File: src/rtl/fifo_pkg.sv
// Shared constants and helpers for the single-clock FIFO.
package fifo_pkg;

  // Read-mode selector values for the FWFT parameter.
  localparam int FIFO_MODE_REG  = 0;
  localparam int FIFO_MODE_FWFT = 1;

  // Number of entries for a given address width.
  function automatic int fifo_depth(input int addr_width);
    return 1 << addr_width;
  endfunction

  // Occupancy counter width: one extra bit so DEPTH itself is representable.
  function automatic int fifo_count_width(input int addr_width);
    return addr_width + 1;
  endfunction

endpackage

File: src/rtl/sync_fifo_ram_if.sv
// Handshake and status bundle between a FIFO user (master) and the FIFO (slave).
interface sync_fifo_ram_if #(
  parameter int DATA_WIDTH = 32,
  parameter int ADDR_WIDTH = 3
);
  logic                  clear;
  logic                  w_en;
  logic [DATA_WIDTH-1:0] w_data;
  logic                  r_en;
  logic [DATA_WIDTH-1:0] r_data;
  logic                  r_valid;
  logic                  full;
  logic                  empty;
  logic                  almost_full;
  logic                  almost_empty;
  logic [ADDR_WIDTH:0]   count;
  logic                  overflow;
  logic                  underflow;

  modport master (
    output clear, w_en, w_data, r_en,
    input  r_data, r_valid, full, empty, almost_full, almost_empty,
           count, overflow, underflow
  );

  modport slave (
    input  clear, w_en, w_data, r_en,
    output r_data, r_valid, full, empty, almost_full, almost_empty,
           count, overflow, underflow
  );
endinterface

File: src/rtl/fifo_mem.sv
// Register-array storage: synchronous write port, asynchronous read port.
module fifo_mem #(
  parameter int DATA_WIDTH = 32,
  parameter int ADDR_WIDTH = 3
) (
  input  logic                  clk,
  input  logic                  wr_en,
  input  logic [ADDR_WIDTH-1:0] wr_addr,
  input  logic [DATA_WIDTH-1:0] wr_data,
  input  logic [ADDR_WIDTH-1:0] rd_addr,
  output logic [DATA_WIDTH-1:0] rd_data
);

  logic [DATA_WIDTH-1:0] mem [2**ADDR_WIDTH];

  // Storage is deliberately left unreset; the pointers define what is valid.
  always_ff @(posedge clk) begin
    if (wr_en) mem[wr_addr] <= wr_data;
  end

  assign rd_data = mem[rd_addr];

endmodule

File: src/rtl/sync_fifo_ram.sv
// Single-clock FIFO: pointers, occupancy counter, status/error flags and a
// selectable registered or first-word-fall-through read stage.
module sync_fifo_ram
  import fifo_pkg::*;
#(
  parameter int DATA_WIDTH = 32,
  parameter int ADDR_WIDTH = 3,
  parameter int FWFT       = 0,
  parameter int AF_THRESH  = (1 << ADDR_WIDTH) - 1,
  parameter int AE_THRESH  = 1
) (
  input  logic            clk,
  input  logic            resetn,
  sync_fifo_ram_if.slave  bus
);

  localparam int DEPTH = fifo_depth(ADDR_WIDTH);
  localparam int CW    = fifo_count_width(ADDR_WIDTH);

  localparam logic [CW-1:0] DEPTH_C = CW'(DEPTH);
  localparam logic [CW-1:0] AF_C    = CW'(AF_THRESH);
  localparam logic [CW-1:0] AE_C    = CW'(AE_THRESH);

  logic [ADDR_WIDTH-1:0] wr_ptr;
  logic [ADDR_WIDTH-1:0] rd_ptr;
  logic [CW-1:0]         count_q;
  logic                  overflow_q;
  logic                  underflow_q;
  logic                  full;
  logic                  empty;
  logic                  rd_ok;
  logic                  wr_ok;
  logic                  rd_fire;
  logic                  wr_fire;
  logic [DATA_WIDTH-1:0] mem_rd;

  // Flags decode the registered count, so they follow it by one edge.
  assign full  = (count_q == DEPTH_C);
  assign empty = (count_q == '0);

  // A read frees a slot in the same cycle, so a full FIFO can still take a write.
  assign rd_ok   = bus.r_en & ~empty;
  assign wr_ok   = bus.w_en & (~full | rd_ok);
  assign rd_fire = rd_ok & ~bus.clear;
  assign wr_fire = wr_ok & ~bus.clear;

  fifo_mem #(
    .DATA_WIDTH (DATA_WIDTH),
    .ADDR_WIDTH (ADDR_WIDTH)
  ) u_mem (
    .clk     (clk),
    .wr_en   (wr_fire),
    .wr_addr (wr_ptr),
    .wr_data (bus.w_data),
    .rd_addr (rd_ptr),
    .rd_data (mem_rd)
  );

  // Pointer, occupancy and sticky error bookkeeping; clear outranks traffic.
  always_ff @(posedge clk or negedge resetn) begin
    if (!resetn) begin
      wr_ptr      <= '0;
      rd_ptr      <= '0;
      count_q     <= '0;
      overflow_q  <= 1'b0;
      underflow_q <= 1'b0;
    end else if (bus.clear) begin
      wr_ptr      <= '0;
      rd_ptr      <= '0;
      count_q     <= '0;
      overflow_q  <= 1'b0;
      underflow_q <= 1'b0;
    end else begin
      if (wr_fire) wr_ptr <= wr_ptr + 1'b1;
      if (rd_fire) rd_ptr <= rd_ptr + 1'b1;
      case ({wr_fire, rd_fire})
        2'b10:   count_q <= count_q + 1'b1;
        2'b01:   count_q <= count_q - 1'b1;
        default: count_q <= count_q;
      endcase
      if (bus.w_en && full && !rd_ok) overflow_q  <= 1'b1;
      if (bus.r_en && empty)          underflow_q <= 1'b1;
    end
  end

  if (FWFT == FIFO_MODE_FWFT) begin : g_fwft
    // Head entry is presented directly from storage whenever one exists.
    assign bus.r_data  = mem_rd;
    assign bus.r_valid = ~empty;
  end else begin : g_reg
    logic [DATA_WIDTH-1:0] r_data_q;
    logic                  r_valid_q;

    // Capture the head on an accepted read; r_data keeps its last value otherwise.
    always_ff @(posedge clk or negedge resetn) begin
      if (!resetn) begin
        r_data_q  <= '0;
        r_valid_q <= 1'b0;
      end else if (bus.clear) begin
        r_valid_q <= 1'b0;
      end else begin
        r_valid_q <= rd_fire;
        if (rd_fire) r_data_q <= mem_rd;
      end
    end

    assign bus.r_data  = r_data_q;
    assign bus.r_valid = r_valid_q;
  end

  assign bus.full         = full;
  assign bus.empty        = empty;
  assign bus.almost_full  = (count_q >= AF_C);
  assign bus.almost_empty = (count_q <= AE_C);
  assign bus.count        = count_q;
  assign bus.overflow     = overflow_q;
  assign bus.underflow    = underflow_q;

endmodule

File: src/flat_wrapper.sv
// flat-port wrapper written by rule: the top's interface ports become plain ports
module sync_fifo_ram_flat import fifo_pkg::*;
#(
  parameter int DATA_WIDTH = 32,
  parameter int ADDR_WIDTH = 3,
  parameter int FWFT       = 0,
  parameter int AF_THRESH  = (1 << ADDR_WIDTH) - 1,
  parameter int AE_THRESH  = 1
)
  (clk, resetn, bus_clear, bus_w_en, bus_w_data, bus_r_en, bus_r_data, bus_r_valid, bus_full, bus_empty, bus_almost_full, bus_almost_empty, bus_count, bus_overflow, bus_underflow);
  sync_fifo_ram_if #(.DATA_WIDTH(DATA_WIDTH), .ADDR_WIDTH(ADDR_WIDTH)) bus_i ();
  input  logic clk;
  input  logic resetn;
  input wire logic [$bits(bus_i.clear)-1:0] bus_clear;
  input wire logic [$bits(bus_i.w_en)-1:0] bus_w_en;
  input wire logic [$bits(bus_i.w_data)-1:0] bus_w_data;
  input wire logic [$bits(bus_i.r_en)-1:0] bus_r_en;
  output wire logic [$bits(bus_i.r_data)-1:0] bus_r_data;
  output wire logic [$bits(bus_i.r_valid)-1:0] bus_r_valid;
  output wire logic [$bits(bus_i.full)-1:0] bus_full;
  output wire logic [$bits(bus_i.empty)-1:0] bus_empty;
  output wire logic [$bits(bus_i.almost_full)-1:0] bus_almost_full;
  output wire logic [$bits(bus_i.almost_empty)-1:0] bus_almost_empty;
  output wire logic [$bits(bus_i.count)-1:0] bus_count;
  output wire logic [$bits(bus_i.overflow)-1:0] bus_overflow;
  output wire logic [$bits(bus_i.underflow)-1:0] bus_underflow;
  assign bus_i.clear = bus_clear;
  assign bus_i.w_en = bus_w_en;
  assign bus_i.w_data = bus_w_data;
  assign bus_i.r_en = bus_r_en;
  assign bus_r_data = bus_i.r_data;
  assign bus_r_valid = bus_i.r_valid;
  assign bus_full = bus_i.full;
  assign bus_empty = bus_i.empty;
  assign bus_almost_full = bus_i.almost_full;
  assign bus_almost_empty = bus_i.almost_empty;
  assign bus_count = bus_i.count;
  assign bus_overflow = bus_i.overflow;
  assign bus_underflow = bus_i.underflow;
  sync_fifo_ram #(.DATA_WIDTH(DATA_WIDTH), .ADDR_WIDTH(ADDR_WIDTH), .FWFT(FWFT), .AF_THRESH(AF_THRESH), .AE_THRESH(AE_THRESH)) u_core (.clk(clk), .resetn(resetn), .bus(bus_i));
endmodule
File: config.mk
export PLATFORM = sky130hd
export DESIGN_NAME = sync_fifo_ram_flat
export DESIGN_NICKNAME = d
export VERILOG_FILES = /design/src/rtl/fifo_pkg.sv /design/src/rtl/sync_fifo_ram_if.sv /design/src/rtl/fifo_mem.sv /design/src/rtl/sync_fifo_ram.sv /design/src/flat_wrapper.sv
export SDC_FILE = /design/constraint.sdc
export NUM_CORES = 1
export LEC_CHECK = 0
export ABC_AREA = 1
export CORE_AREA = 3 3 153 155
export CTS_CLUSTER_SIZE = 40
export DETAILED_ROUTE_END_ITERATION = 10
export DIE_AREA = 0 0 156 158
export DONT_BUFFER_PORTS = 1
export GPL_ROUTABILITY_DRIVEN = 1
export PLACE_DENSITY = 0.8
export SKIP_CTS_REPAIR_TIMING = 1
export SLEW_MARGIN = 30
export SYNTH_ARGS = -nofsm -noshare
export SYNTH_HDL_FRONTEND = slang
export SYNTH_SLANG_ARGS = --single-unit
export TNS_END_PERCENT = 100
File: constraint.sdc
create_clock -name clk -period 3.35 [get_ports clk]
set_input_delay 0.5025 -clock clk [delete_from_list [all_inputs] [get_ports clk]]
set_output_delay 0.5025 -clock clk [all_outputs]
set_load 0.005 [all_outputs]
==> results of run 1 <==
power by group through the flow:
stage | sequential, W | combinational, W | clock (W)
2_1_floorplan | 0.00452 | 0.000515 | 0
3_3_place_gp | 0.00463 | 0.000541 | 0
3_5_place_dp | 0.00463 | 0.000564 | 0
6_report | 0.00452 | 0.000621 | 0.00328
4_1_cts | 0.00456 | 0.000571 | 0.00333
5_1_grt | 0.00455 | 0.000721 | 0.00347
worst min path at each step:
stage,depth (start not counted),slack [ps],end
floorplan,0,210,u_core.bus.count[0]$_DFFE_PN0P_
global placement,0,210,u_core.bus.count[0]$_DFFE_PN0P_
detailed placement,0,210,u_core.bus.count[0]$_DFFE_PN0P_
CTS,0,-380,u_core.bus.count[0]$_DFFE_PN0P_
global route,0,30,u_core.u_mem.mem[0][27]$_DFFE_PP_
finish,0,40,u_core.u_mem.mem[5][25]$_DFFE_PP_
synthesized netlist by cell type, drive strengths merged:
master | count | share of area [%]
buf | 34 | 1.7
nand2 | 159 | 5.0
xnor2 | 2 | 0.14
inv | 144 | 4.4
edfxtp | 256 | 63
a21oi | 67 | 2.8
o21a | 3 | 0.19
clkinv | 1 | 0.031
o21ai | 70 | 2.9
dfrtp | 45 | 9.3
o211ai | 64 | 3.9
xor2 | 3 | 0.22
nand4 | 3 | 0.15
ha | 6 | 0.62
a31oi | 1 | 0.051
nand3 | 104 | 4.3
clkbuf | 22 | 0.68
nor3 | 1 | 0.041
nor2 | 13 | 0.48
kinds of logic after synthesis:
| family | Yosys count | share of synthesized area (%) |
|---|---|---|
| fa+ha+maj | 6 | 0.617 |
| simple gates | 280 | 9.94 |
| buf+inv | 201 | 6.82 |
| flops | 301 | 72.4 |
| xor+xnor | 5 | 0.360 |
| compound gates | 205 | 9.85 |
routing by layer:
layer	wire [um]	up-vias	track usage, %
met5	0	-	0
met4	908	0	9.55
met3	1710	72	3.96
met2	12200	273	33.1
met1	9990	3553	26.0
li1	-	3480	-
state kept, by name (all words and copies together) (netlist names):
signal and count:
u_core.wr_ptr 3, u_core.bus.underflow 1, u_core.bus.count 4, u_core.bus.r_data 32, u_core.bus.overflow 1, u_core.rd_ptr 3, u_core.bus.r_valid 1, u_core.u_mem.mem 256
worst register-to-register path, delay by kind of cell (launching register included):
kind / cells / cell delay, ps
AO/OA/AOI/OAI: 1 / 140
AND/OR/NAND/NOR: 4 / 1240
flip-flops: 1 / 460
buffers and inverters: 2 / 450
adder cells (fa/ha/maj): 1 / 270
cell type report:
type / instances / area (um^2)
sequential: 301 / 8820
timing repair buffer: 23 / 268
clock buffer: 45 / 846
fill: 1604 / 8420
tap: 280 / 350
clock inverter: 8 / 118
multi-input combinational: 496 / 2590
inverter: 145 / 544
per-stage QoR:
step | setup slack, ps | cells | util, % | total power, W
after floorplan | 277 | 998 | - | 0.00504
after global placement | 592 | 1241 | 56.9 | 0.00517
after detailed placement | 506 | 1241 | 56.9 | 0.00520
after CTS | 488 | 1294 | 61.3 | 0.00846
after global routing | 280 | 1298 | 61.6 | 0.00874
final | 499 | 1298 | 61.6 | 0.00842
==> impl_metrics.json, run 1 <==
{
  "power.ir.vdd_worst_mv": 0.409,
  "drc": 0,
  "p_comb_share_pct": 7.4,
  "tightestPinTransition_ps": 725,
  "clkTransAtPathRegs_ps": 60,
  "relSlewSlack_pct": 51.6,
  "critical_path.reg2reg.startpoint": "u_core.bus.count[0]$_DFFE_PN0P_",
  "mostFrequentLayoutCell": "sky130_fd_sc_hd__edfxtp_1",
  "max-clock-path-buffers": 3,
  "critical_path.slowest_cell": "sky130_fd_sc_hd__nor2_4",
  "floorplan.io_pins": 80,
  "yosysUniqueCellTypes": 28,
  "crit_fanout": 18,
  "detailroute.via_count": 7378,
  "finClkSkew_ps": 10.1,
  "final_number_of_max_transition_violations": 0,
  "crit_path_max_incr_delay_ps": 580,
  "dieWidth_um": 156,
  "cts_made_buffers": 29,
  "p_leak_nw": 5.02,
  "p_sw_share_pct": 22.8,
  "port-buffer-count": 0,
  "classification_of_the_worst_slack_hold_path": "primary input to flop",
  "cts.sink_count": 301,
  "cts_tree": "yes",
  "groute.usage.overall_pct": 20.1,
  "crit_path_start": "u_core.bus.count[0]$_DFFE_PN0P_",
  "num-nets-final": 1039,
  "post-dp-hpwl_um": 14800,
  "hold_vio_cnt_final": 0,
  "setup.worst_path.end": "u_core.u_mem.mem[6][5]$_DFFE_PP_",
  "row_count": 54,
  "post_dp_cell_area_mm2": 0.0125,
  "rsz0062_at_grt": "false",
  "floorplan.die_area_mm2": 0.0246,
  "synthesis.yosys.warnings": 0,
  "cts_root_buf": "sky130_fd_sc_hd__clkbuf_16",
  "rr_endpoint": "u_core.u_mem.mem[6][5]$_DFFE_PP_",
  "gp_congestion": 0.785,
  "final_layout_size_suffix_gt1_share_pct": 7.96,
  "internal-power_w": 0.00650,
  "layout_common_cells": "sky130_fd_sc_hd__edfxtp_1 (256), sky130_fd_sc_hd__nand2_1 (157), sky130_fd_sc_hd__inv_1 (142)",
  "syn-instance-count": 998,
  "first_global_vias": 7197,
  "critical_path_arrival_ps": 3100,
  "ys_ff_latch": 301,
  "grt_start_max_net_pins": 113,
  "syn2layout_area_growth_pct": 11.2,
  "routed_wirelength_um": 24800,
  "post_layout_inst_area_mm2": 0.0135,
  "min_period_over_period_pct": 85.1,
  "synth_nets": 1041,
  "result_of_the_run": "complete, no violations",
  "antenna_cells": 0,
  "pwr-share-clk_pct": 38.9,
  "grt_first_pass_wirelength_um": 38700,
  "coreArea_mm2": 0.0220,
  "timing.critical_path.depth": 8,
  "grt_antenna_before_repair": 0,
  "max-cap-violations": 0,
  "rr_worst_depth": 8,
  "hold_worst_slack_ps": 44.8,
  "floorplan.initialDensity_pct": 55.4,
  "reg2reg_setup_slack_ps": 500,
  "crit_path_start_kind": "flop",
  "timing.hold.worst.start": "bus_w_data[25]",
  "clkLatencyLatePin_ps": 550,
  "seq_area_frac_synth_pct": 72.4,
  "netlist_area_mm2": 0.0122,
  "finalCriticalPeriod_ps": 2850,
  "sequentialPowerShare_pct": 53.7,
  "tns_ps": 0,
  "buf_inv_on_cp": 2,
  "worstPathRequired_ps": 3600,
  "synth_area_per_cell_um2": 12.2,
  "gate_family_responsible_for_the_most_delay_along_the_worst_path": "simple AND/OR/NAND/NOR gates",
  "firstDrtPassIters": 6,
  "drtAntennaViolNets": 0,
  "die-height_um": 158,
  "detail_route.wl_per_cell_um": 19.1,
  "clock_tree.htree_level_count": 1,
  "setup_viol": 0,
  "switching_power_w": 0.00192,
  "viasPerCell": 5.68,
  "first_iteration_detailed_routing_drc_count": 684,
  "p_per_area_mw_per_mm2": 622,
  "worstPathCellList": "inv_1 > ha_1 > nand3_1 > o21ai_0 > nor2_1 > nand2_1 > nor2_4 > buf_4",
  "grt-ovfl-total": 0,
  "max_freq_mhz": 351,
  "setup.worst_path.class": "flop to flop",
  "crit_path_end_kind": "flop"
}
Power figures use the tool's default switching activity.
==> run 2, diff against run 1 <==
- CAP_MARGIN: unset -> 0
- REMOVE_ABC_BUFFERS: unset -> 1
==> impl_metrics.json, run 2 (synthesis results as in run 1) <==
{
  "result_of_the_run": "complete, no violations",
  "cts.sink_count": 301,
  "tns_ps": 0,
  "p_sw_share_pct": 23.2,
  "layout_common_cells": "sky130_fd_sc_hd__edfxtp_1 (256), sky130_fd_sc_hd__nand2_1 (157), sky130_fd_sc_hd__inv_1 (142)",
  "worstPathRequired_ps": 3590,
  "power.ir.vdd_worst_mv": 0.508,
  "dieWidth_um": 156,
  "final_number_of_max_transition_violations": 0,
  "final_layout_size_suffix_gt1_share_pct": 8.64,
  "sequentialPowerShare_pct": 53.6,
  "post-layout-total-power_w": 0.00846,
  "finClkSkew_ps": 13.4,
  "clkTransAtPathRegs_ps": 60,
  "max_flop_register": "u_core.u_mem.mem",
  "cts_made_buffers": 29,
  "hold_depth": 1,
  "floorplan.io_pins": 80,
  "row_count": 54,
  "die-height_um": 158,
  "reg2reg_setup_slack_ps": 630,
  "max_freq_mhz": 368,
  "crit_path_end_kind": "flop",
  "floorplan.initialDensity_pct": 55.4,
  "critical_path.reg2reg.startpoint": "u_core.bus.count[0]$_DFFE_PN0P_",
  "drtAntennaViolNets": 0,
  "routed_wirelength_um": 24900,
  "setup.worst_path.class": "flop to flop",
  "switching_power_w": 0.00196,
  "min_period_over_period_pct": 81.1,
  "drc": 0,
  "max-clock-path-buffers": 3,
  "num-nets-final": 1038,
  "grt_most_used_layer": "met2",
  "globalRouteMet3Util_pct": 4.37,
  "antenna_cells": 0,
  "cts_root_buf": "sky130_fd_sc_hd__clkbuf_16",
  "rsz0062_at_grt": "false",
  "grt_antenna_before_repair": 0,
  "firstDrtPassIters": 5,
  "p_leak_nw": 5.04,
  "cts_tree": "yes",
  "port-buffer-count": 0,
  "timing.hold.worst.start": "bus_clear",
  "post-place-ws_ps": 641,
  "first_iteration_detailed_routing_drc_count": 846,
  "first_global_vias": 7111,
  "hold_vio_cnt_final": 0,
  "clock_tree.htree_level_count": 1,
  "grt_start_max_net_pins": 90,
  "coreArea_mm2": 0.0220,
  "nFillCells": 1571,
  "clkLatencyLatePin_ps": 550,
  "crit_path_start_kind": "flop",
  "viasPerCell": 5.64,
  "crit_fanout": 20,
  "groute.usage.overall_pct": 20.3,
  "internal-power_w": 0.00650,
  "grt_first_pass_wirelength_um": 39100,
  "rr_worst_depth": 8,
  "p_comb_share_pct": 7.3,
  "hold_worst_slack_ps": 14.8,
  "setup_viol": 0,
  "p_per_area_mw_per_mm2": 623,
  "syn2layout_area_growth_pct": 11.5,
  "rr_endpoint": "u_core.u_mem.mem[5][30]$_DFFE_PP_",
  "min_delay_worst_endpoint": "u_core.bus.underflow$_DFFE_PN0P_",
  "max-cap-violations": 0,
  "setup_slack_ps": 632,
  "gr-usage-met2_pct": 32.2,
  "critical_path_arrival_ps": 2960,
  "tightestPinTransition_ps": 756,
  "mostFrequentLayoutCell": "sky130_fd_sc_hd__edfxtp_1",
  "floorplan.die_area_mm2": 0.0246,
  "detailroute.via_count": 7318,
  "met1_usage_pct": 28.3,
  "post-dp-hpwl_um": 14700,
  "grt-ovfl-total": 0,
  "detail_route.wl_per_cell_um": 19.1,
  "classification_of_the_worst_slack_hold_path": "primary input to flop",
  "pwr-share-clk_pct": 39.1,
  "gp_congestion": 0.844,
  "finalCriticalPeriod_ps": 2720,
  "finalCoreUtilization_pct": 61.8,
  "relSlewSlack_pct": 49.6,
  "largest_register_ffs": 256
}
run 2: worst max path at each step:
stage,start,end,slack [ps],depth (start not counted)
after detailed placement,u_core.bus.count[0]$_DFFE_PN0P_,u_core.u_mem.mem[5][28]$_DFFE_PP_,640,8
final,u_core.bus.count[0]$_DFFE_PN0P_,u_core.u_mem.mem[5][30]$_DFFE_PP_,630,8
after global routing,u_core.bus.count[0]$_DFFE_PN0P_,u_core.u_mem.mem[5][0]$_DFFE_PP_,390,8
after floorplan,u_core.rd_ptr[0]$_DFFE_PN0P_,u_core.rd_ptr[2]$_DFFE_PN0P_,-1430,4
after global placement,u_core.bus.count[0]$_DFFE_PN0P_,u_core.u_mem.mem[5][13]$_DFFE_PP_,730,8
after CTS,u_core.bus.count[0]$_DFFE_PN0P_,u_core.u_mem.mem[5][16]$_DFFE_PP_,590,8
run 2: metrics by stage:
stage,std cells,area (um^2)
4_1_cts,1296,13500
2_1_floorplan,942,11900
6_report,1298,13600
3_3_place_gp,1242,12600
5_1_grt,1298,13600
3_5_place_dp,1242,12600
run 2: layout make-up:
type                            count  area [um^2]  area share [%]
Clock buffer                       33          771            5.68
Multi-Input combinational cell    496         2590            19.1
Clock inverter                     21          213            1.57
Sequential cell                   301         8820            65.0
Timing Repair Buffer               22          288            2.12
Inverter                          145          544            4.01
Tap cell                          280          350            2.58
run 2: routing by layer:
| metal | routed length (um) | vias up |
|---|---|---|
| met4 | 563 | 0 |
| met3 | 2140 | 50 |
| met5 | 0 | - |
| met2 | 11700 | 278 |
| li1 | - | 3468 |
| met1 | 10400 | 3522 |
run 2: power groups by stage:
| stage | clock [W] | combinational, W | sequential [W] |
|---|---|---|---|
| 6_report | 0.00331 | 0.000618 | 0.00454 |
| 5_1_grt | 0.00350 | 0.000726 | 0.00457 |
| 4_1_cts | 0.00335 | 0.000607 | 0.00455 |
| 3_5_place_dp | 0 | 0.000602 | 0.00462 |
| 3_3_place_gp | 0 | 0.000569 | 0.00462 |
| 2_1_floorplan | 0 | 0.000408 | 0.00460 |
run 2: critical path, stage by stage (launching register included):
cell and delay [ps]:
sky130_fd_sc_hd__dfrtp_1 450, sky130_fd_sc_hd__inv_1 140, sky130_fd_sc_hd__ha_1 260, sky130_fd_sc_hd__nand3_1 160
sky130_fd_sc_hd__o21ai_0 130, sky130_fd_sc_hd__nor2_1 260, sky130_fd_sc_hd__nand2_1 300, sky130_fd_sc_hd__nor2_4 460
sky130_fd_sc_hd__buf_12 240
